**config.mk**
```make
export PLATFORM = sky130hd
export DESIGN_NAME = regfile_dump
export DESIGN_NICKNAME = d
export VERILOG_FILES = /design/src/rtl/regfile_dump.sv
export SDC_FILE = /design/constraint.sdc
export NUM_CORES = 1
export LEC_CHECK = 0
export ABC_AREA = 1
export BUFFER_PORTS_ARGS = -buffer_cell sky130_fd_sc_hd__buf_2
export CORE_ASPECT_RATIO = 0.7
export CORE_UTILIZATION = 52
export CTS_CLUSTER_SIZE = 25
export DETAILED_ROUTE_END_ITERATION = 10
export HOLD_SLACK_MARGIN = 0.05
export MAX_ROUTING_LAYER = met4
export PLACE_DENSITY_LB_ADDON = 0.15
export SLEW_MARGIN = 0
export SYNTH_ARGS = -nofsm -noshare
export SYNTH_HDL_FRONTEND = slang
export SYNTH_SLANG_ARGS = --single-unit
```
**constraint.sdc**
```tcl
create_clock -name clk -period 5.2 [get_ports clk]
set_clock_uncertainty 0.15 [all_clocks]
set_input_delay 1.04 -clock clk [delete_from_list [all_inputs] [get_ports clk]]
set_output_delay 1.04 -clock clk [all_outputs]
set_load 0.1 [all_outputs]
```
**src/rtl/regfile_dump.sv**
```systemverilog
// Debug read-out sequencer: walks a register range two registers per fetch over both read ports, one beat per register.
// Latency: first beat two cycles after an accepted start; 3 cycles per register pair with out_ready held high.
// Backpressure: out_ready low stalls the current beat with idx/data/last held stable until the handshake.
module regfile_dump #(
    parameter int XLEN      = 32,
    parameter int REG_COUNT = 32,
    localparam int AW       = $clog2(REG_COUNT)
) (
    input  logic            clk,
    input  logic            rst,
    input  logic            start,
    input  logic [AW-1:0]   first_idx,
    input  logic [AW-1:0]   last_idx,
    output logic            busy,
    output logic            done,
    output logic [AW-1:0]   rf_rs1,
    output logic [AW-1:0]   rf_rs2,
    input  logic [XLEN-1:0] rf_rd1,
    input  logic [XLEN-1:0] rf_rd2,
    output logic            out_valid,
    input  logic            out_ready,
    output logic [AW-1:0]   out_idx,
    output logic [XLEN-1:0] out_data,
    output logic            out_last
);

    typedef enum logic [2:0] {IDLE, FETCH, SEND0, SEND1, FIN} state_t;

    state_t          state, state_nxt;
    logic [AW-1:0]   idx, idx_p1, last_q, rs1_q, rs2_q;
    logic [XLEN-1:0] buf0, buf1;
    logic            pair;
    logic            hs;

    assign idx_p1 = idx + 1'b1;
    assign hs     = out_valid & out_ready;

    always_ff @(posedge clk) begin
        if (!rst) begin
            state <= IDLE;
        end else begin
            state <= state_nxt;
        end
    end

    always_comb begin
        state_nxt = state;
        busy      = 1'b1;
        done      = 1'b0;
        out_valid = 1'b0;
        out_idx   = idx;
        out_data  = buf0;
        out_last  = 1'b0;
        rf_rs1    = rs1_q;
        rf_rs2    = rs2_q;
        case (state)
            IDLE: begin
                busy = 1'b0;
                if (start) begin
                    state_nxt = (first_idx > last_idx) ? FIN : FETCH;
                end
            end
            FETCH: begin
                rf_rs1    = idx;
                rf_rs2    = idx_p1;
                state_nxt = SEND0;
            end
            SEND0: begin
                out_valid = 1'b1;
                out_last  = (idx == last_q);
                if (out_ready) begin
                    if (pair) begin
                        state_nxt = SEND1;
                    end else if (out_last) begin
                        state_nxt = FIN;
                    end else begin
                        state_nxt = FETCH;
                    end
                end
            end
            SEND1: begin
                out_valid = 1'b1;
                out_idx   = idx_p1;
                out_data  = buf1;
                out_last  = (idx_p1 == last_q);
                if (out_ready) begin
                    state_nxt = out_last ? FIN : FETCH;
                end
            end
            FIN: begin
                done      = 1'b1;
                state_nxt = IDLE;
            end
            default: state_nxt = IDLE;
        endcase
    end

    // buf1 is only meaningful when pair is set, so the rs2 wrap at the top index is harmless
    always_ff @(posedge clk) begin
        if (!rst) begin
            idx    <= '0;
            last_q <= '0;
            rs1_q  <= '0;
            rs2_q  <= '0;
            buf0   <= '0;
            buf1   <= '0;
            pair   <= 1'b0;
        end else begin
            case (state)
                IDLE: begin
                    if (start) begin
                        idx    <= first_idx;
                        last_q <= last_idx;
                    end
                end
                FETCH: begin
                    buf0  <= rf_rd1;
                    buf1  <= rf_rd2;
                    pair  <= (idx < last_q);
                    rs1_q <= idx;
                    rs2_q <= idx_p1;
                end
                SEND0: begin
                    if (hs && !pair && !out_last) begin
                        idx <= idx_p1;
                    end
                end
                SEND1: begin
                    if (hs && !out_last) begin
                        idx <= idx + 2'd2;
                    end
                end
                default: ;
            endcase
        end
    end

endmodule

```
### Word-level counts from Yosys, hierarchy flattened

Index checks and enable logic that the tools add are counted.

* output and inout bits: 51
* logic and storage cells: 55
* bits in registers: 88
* input port bits: 78

* add/sub/neg operators: 2
* order comparisons: 2
* multiplexer cells: 20
* equality and inequality tests: 11
* bitwise operators: 1
* reduce and logical (&&, ||, !) cells: 11

Operator list (number)
* 2-to-1 mux 32 bit: 1
* 2-to-1 mux 5 bit: 6
* 2-to-1 mux 3 bit: 7
* case mux 5 bit (3 select lines): 1
* case mux 3 bit (4 select lines): 1
* == test 5 bit: 2
* != test 2 bit (second input constant): 5
* == test 3 x 2 -> 1 bit (second input constant): 2
* adder 5 x 1 -> 5 bit (second input constant): 1
* adder 5 x 2 -> 5 bit (second input constant): 1
* > comparator 5 bit: 1
* < comparator 5 bit: 1
* AND reduction 4 bit: 1
* == test 3 x 1 -> 1 bit (second input constant): 1
* == test 3 bit (second input constant): 1
* logical AND 1 bit: 3
* logical NOT 3 bit: 1
* 2-to-1 mux 1 bit: 3
* AND reduction 3 bit: 1
* nonzero test 3 bit: 1
* logical NOT 1 bit: 2
* case mux 1 bit (2 select lines): 1
* AND reduction 2 bit: 1
* OR reduction 2 bit: 1
* AND 1 bit: 1

### Logic depth before layout (Yosys ltp)

Gate-level depths: netlist of run 1.

* word-level depth: 8
* mapped depth: 13
* gate-level depth less buffers: 13

### Worst setup path before layout of run 1

OpenSTA, ideal clock, no wires.

* path kind: reg-to-output
* start point: register state[0]
* end point: output port out_idx[3]
* arrival: 3.126 ns
* required time: 4.010 ns
* slack: 0.884 ns
* stages on the path, launching flop included: 5
* buffers on the path: 2
* path through: dfxtp_1 > nand3_2 > buf_4 > buf_2 > o21ai_0

* cells in the longest elaborated chain, start to end: 2

Ends and longest elaborated chain
* start, declared: RTL line 29 `state_t state, state_nxt;`
* start signal, assigned: RTL line 42 `state <= state_nxt;`
* == test 3 x 2 -> 1 bit: RTL line 56 `case (state)`
* 2-to-1 mux 5 bit: RTL line 56
* end, declared: RTL line 22 `output logic [AW-1:0] out_idx,`

No other way between the ends.

### Worst setup path after layout of run 1

* start point: register state[0]
* end point: output port rf_rs1[0]

* cells in the longest elaborated chain, start to end: 2

Ends and longest elaborated chain
* == test 3 x 1 -> 1 bit: RTL line 56
* 2-to-1 mux 5 bit
* end, declared: RTL line 16 `output logic [AW-1:0] rf_rs1,`

No other way between the ends.

==> impl_metrics.ini, run 1 <==
[floorplanning]
start_util_pct = 53.6
rows = 27
ioPinCount = 129
dieArea_um2 = 8490
core_um2 = 7870
die_w_um = 110
die_h_um = 77.4

[global_route]
antenna_found_initial = 0
grt_use_met1_pct = 37.6
grt_first_pass_wirelength_mm = 17.3
grt_usage_pct = 26.8
first_global_vias = 3631
top_usage_layer = met2
grt-ovfl-total = 0
met2_usage_pct = 37.8
grt_util_met3_pct = 7.73
grt_max_degree = 76

[critical_path]
r2r_end = buf1[22]$_SDFFE_PN0P_
cp-start-kind = register
cp.arrival_ns = 2.76
r2r_start = state[2]$_SDFFE_PN0P_
r2r_slack_ns = 2.57
endpoint_kind = output port
reg2regPathDepth = 6
cpMostUsedCell = inv_2
path_class = register to output port
cp_data_required_time_ns = 4.01
cp_top_family = buffers and inverters
path_cells = inv_2 -> nor3_4 -> buf_4 -> inv_2 -> nor2_2 -> inv_1 -> nand2_1 -> buf_2
crit_fanout = 59
cp_slowest_stage_delay_ns = 0.47
cp_slowest_cell = dfxtp_1
cp_num_buf_inv = 5

[synthesis]
synth_cells = 590
mappedNetlistArea_um2 = 4220
synth.area.top_cells = dfxtp_1, o21ai_0, a21oi_1, nor2_1, inv_1
yosysWarnings = 0
ys_seq_elements = 88
yosysSeqAreaShare_pct = 41.7
yosysTopAreaCellShare_pct = 41.7
synthDistinctLibCells = 34
syn_nets = 680
yosysTopAreaCell = dfxtp_1
syn_avg_cell_area_um2 = 7.15

[routing]
drcViolationCount = 0
vias_per_cell = 5.21
antenna_left = 0
wire_per_inst_um = 13.5
initialDrtViolationCount = 386
vias = 4194
drt_pre_antenna_iters = 5
wl_mm = 10.9

[pwr]
ir_drop_mv = 0.547
leakage_uw = 0.00249
power_density_nw_per_um2 = 647
finalPower_uw = 3370

[timing]
setup_violations = 0
relSlewSlack_pct = 54.5
tns_ns = 0
report.final.slew_viol_count = 0
setup_slack_ns = 1.25
post-route-period-util_pct = 76.0
rsz0062_at_grt = no
finalHoldViolCount = 0
min_period_ns = 3.95
fmax_mhz = 253
tightest_slew_ns = 0.681

[flow_run]
max_cap_viol_count = 0

[clock_network]
cts_hold_buf = 0
clk_latency_ns = 0.33
htreeDepth = 3
post-cts-setup-buffers = 0
post_cts_resized = 0
cts_tree = built
cts.clk_slew.worst_paths_ns = 0.06
cts.sinks = 88
clockRootBuffer = clkbuf_16
cts_inserted_buffers = 9
clockBufferDepth = 2

[placed_design]
dpl_worst_slack_ns = 1.58
routabilityCongestion = 0.926
portBuffers = 128
dp_hpwl_mm = 7.61

[worst_hold_path]
min_from = buf1[12]$_SDFFE_PN0P_
hold_depth = 2
hold_end = buf1[12]$_SDFFE_PN0P_
hp-class = register to register

[outcome]
status = complete, no violations

[final_layout]
final_nets = 789
n_antenna_cell = 0
drive_above_1_share_pct = 26.8
area_growth_pct = 23.5
==> worst min-delay path: stages (launching register included) <==
cell     delay, ns
dfxtp_1       0.30
inv_1         0.05
a21oi_1       0.05
==> cell type report <==
class                      count  area (um2)
clock buffer                  12         267
timing repair buffer         133         678
clock inverter                 4        75.1
sequential                    88        1760
multi-input combinational    392        2020
inverter                      75         282
fill                         714        2660
tap                          101         126
==> synth_stat cells, drive strengths merged <==
cell type / count
o22ai: 4
a221oi: 1
nand3b: 1
a21oi: 61
o221ai: 1
a211oi: 10
inv: 75
a31oi: 1
xor2: 2
o21bai: 1
or2: 9
nand2: 75
buf: 19
clkbuf: 16
o311ai: 1
nor3: 4
ha: 12
nand3: 21
dfxtp: 88
o21ai: 109
nand4: 1
nor2: 78
==> layer usage <==
metal	part of all wire, %	up-vias
met4	0.51	0
met1	50	1890
met3	7.5	5
met5	0	-
li1	-	2148
met2	42	151
==> worst max-delay path by stage <==
stage | start | endpoint | slack [ns] | cells past startpoint
floorplan | state[0]$_SDFFE_PN0P_ | out_idx[3] | 0.88 | 4
detailed placement | state[0]$_SDFFE_PN0P_ | rf_rs1[0] | 1.58 | 8
global route | state[0]$_SDFFE_PN0P_ | rf_rs1[0] | 1.03 | 8
CTS | state[0]$_SDFFE_PN0P_ | rf_rs1[0] | 1.21 | 8
finish | state[0]$_SDFFE_PN0P_ | rf_rs1[0] | 1.25 | 8
global placement | state[0]$_SDFFE_PN0P_ | rf_rs1[0] | 1.70 | 8
==> through the flow <==
step	util, %	instances	hold WS, ns	area, um2
detailed placement	61.9	789	0.289	4870
global placement	61.9	789	0.284	4870
CTS	66.2	805	0.298	5210
floorplan	-	590	0.275	4220
global route	66.2	805	0.312	5210
finish	66.2	805	0.296	5210
==> cells by family (layout without fill, tap and decap cells) <==
kind of cell	after synthesis	in the layout	synth area share (%)
AO/OA/AOI/OAI	189	189	23.8
AND/OR/NAND/NOR	189	189	20.0
buffers and inverters	110	224	10.5
flip-flops	88	88	41.7
adder cells (fa/ha/maj)	12	12	3.56
XOR/XNOR	2	2	0.415
==> placed cells by master (no fill, tap or decap), types with 2 or more instances in the layout <==
master and n:
buf_2 128, o21ai_0 98, dfxtp_1 88, nor2_1 74, inv_1 66, nand2_1 64, a21oi_1 61, nand3_1 18
ha_1 12, nand2_2 10, o21ai_1 10, inv_2 9, a211oi_1 9, clkbuf_16 9, or2_2 8, buf_4 5
nor2_2 4, o22ai_1 4, nand3_2 3, clkbuf_8 3, nor3_4 2, xor2_1 2, nor3_1 2, clkinvlp_4 2
bufinv_16 2
==> power breakdown <==
group | internal (uW) | total, uW | switching, uW | leakage [uW]
sequential | 841 | 941 | 100 | 0.000720
combinational | 339 | 1710 | 1370 | 0.00161
clock | 460 | 724 | 264 | 0.000161
==> state kept, by name, indices dropped and copies added, names as in the netlist <==
register  count
buf0         32
buf1         32
idx           5
last_q        5
rs1_q         5
rs2_q         5
state         3
pair          1
Note: power is estimated with default switching activity, not from simulation.
==> run 2, diff against run 1 <==
Settings changed: CORE_UTILIZATION 52 to 51.
Clock period 5.2 ns to 4.1 ns, I/O delays scaled along.
==> run 2 against run 1 <==
Cell count rose by 0.12%. Utilization down 0.97 points. Critical path depth down 2. First-iteration DRC count shrank 30%. Sequential power rose by 26%. Hold slack got worse by 0.0017 ns. Largest cell class unchanged. Highest routed layer unchanged.
==> impl_metrics.ini, run 2 (same netlist as run 1, synthesis figures left out) <==
[placed_design]
dp_hpwl_mm = 7.64
portBuffers = 128
routabilityCongestion = 0.942
place_area_um2 = 4880
dpl_worst_slack_ns = 1.16

[timing]
tns_ns = 0
setup_violations = 0
fmax_mhz = 304
setup_slack_ns = 0.813
holdWs_ns = 0.295
finalHoldViolCount = 0
rsz0062_at_grt = no
relSlewSlack_pct = 39.4
min_period_ns = 3.29
post-route-period-util_pct = 80.2
tightest_slew_ns = 0.908
report.final.slew_viol_count = 0

[clock_network]
post-cts-setup-buffers = 0
cts_inserted_buffers = 9
clk_latency_ns = 0.33
clockBufferDepth = 2
cts.clk_slew.worst_paths_ns = 0.06
cts_hold_buf = 0
htreeDepth = 3
cts.sinks = 88
post_cts_resized = 0
clockRootBuffer = clkbuf_16
cts_tree = built

[global_route]
grt-ovfl-total = 0
grt_first_pass_wirelength_mm = 17.6
antenna_found_initial = 1
first_global_vias = 3734
grt_usage_pct = 26.1
grt_max_degree = 99

[final_layout]
utilization_pct = 65.2
regArea_um2 = 1760
final_cell_area_um2 = 5180
fillCellCount = 744
reg_top3 = buf0 x32, buf1 x32
final_common_cell = buf_2
drive_above_1_share_pct = 26.8
final_nets = 789
multiInputGateArea_um2 = 2020
mostFrequentLayoutCells = buf_2, o21ai_0, dfxtp_1, nor2_1, inv_1
area_growth_pct = 22.7

[pwr]
leakage_uw = 0.00249
power_density_nw_per_um2 = 803
ir_drop_mv = 0.916

[critical_path]
cp_slowest_cell = nor3_4
cp.arrival_ns = 2.32
path_class = register to output port
endpoint_kind = output port
cp_slowest_stage_delay_ns = 0.57
cp_data_required_time_ns = 3.13
path_cells = inv_2 -> nor3_4 -> or2_2 -> inv_1 -> a21oi_1 -> buf_2
r2r_slack_ns = 1.68
crit_fanout = 21
cp-start-kind = register

[floorplanning]
die_h_um = 78.1
core_um2 = 7940
start_util_pct = 53.2
die_w_um = 111
dieArea_um2 = 8650
ioPinCount = 129
rows = 27

[outcome]
status = complete, no violations

[routing]
antenna_left = 0
vias_per_cell = 5.20
wire_per_inst_um = 13.4
wl_mm = 10.8
drt_pre_antenna_iters = 4
initialDrtViolationCount = 269
drcViolationCount = 0
vias = 4188

[worst_hold_path]
hp-class = register to register

[flow_run]
max_cap_viol_count = 0
## run 2: changes by cell type in the layout (fill, tap and decap cells not counted)
cell,previous run,this run
diode_2,0,1
bufinv_16,2,0
clkinv_4,0,2
clkinvlp_4,2,0
buf_12,0,1
clkinv_2,0,2
buf_4,5,4
## run 2: metal layers
| layer | global-route usage [%] | routed length (um) |
|---|---|---|
| met1 | 36.3 | 5400 |
| met2 | 37.4 | 4490 |
| met3 | 6.25 | 760 |
| met4 | 8.40 | 157 |
| met5 | - | 0 |
## run 2: cell type report
| type | count | share of cell area, % |
|---|---|---|
| multi-input combinational | 392 | 39.1 |
| sequential | 88 | 34.0 |
| timing repair buffer | 133 | 13.3 |
| inverter | 75 | 5.43 |
| clock buffer | 12 | 5.14 |
| tap | 101 | 2.44 |
| clock inverter | 4 | 0.531 |
| antenna | 1 | 0.0483 |
## run 2: worst paths after layout
kind | startpoint | end | depth (start not counted)
hold reg to reg | buf1[9]$_SDFFE_PN0P_ | buf1[9]$_SDFFE_PN0P_ | 2
setup / recovery | state[0]$_SDFFE_PN0P_ | rf_rs2[2] | 6
hold / removal | buf1[9]$_SDFFE_PN0P_ | buf1[9]$_SDFFE_PN0P_ | 2
setup reg to reg | state[0]$_SDFFE_PN0P_ | buf1[16]$_SDFFE_PN0P_ | 6
## run 2: worst max-delay path, delay by kind of cell (launching register included)
kind | cells | cell delay [ns]
AO/OA/AOI/OAI | 1 | 0.14
buffers and inverters | 3 | 0.56
flip-flops | 1 | 0.48
AND/OR/NAND/NOR | 2 | 0.79
## run 2: report_power, final
group          internal, uW  leakage [uW]  switching [uW]
registers              1070      0.000720             121
logic                   435       0.00162            1740
clock network           460      0.000149             332
## run 2: metrics by stage
step,std cells,total power (uW)
floorplan,590,3000
global placement,789,3350
detailed placement,789,3380
CTS,805,4170
global route,806,4390
finish,806,4160
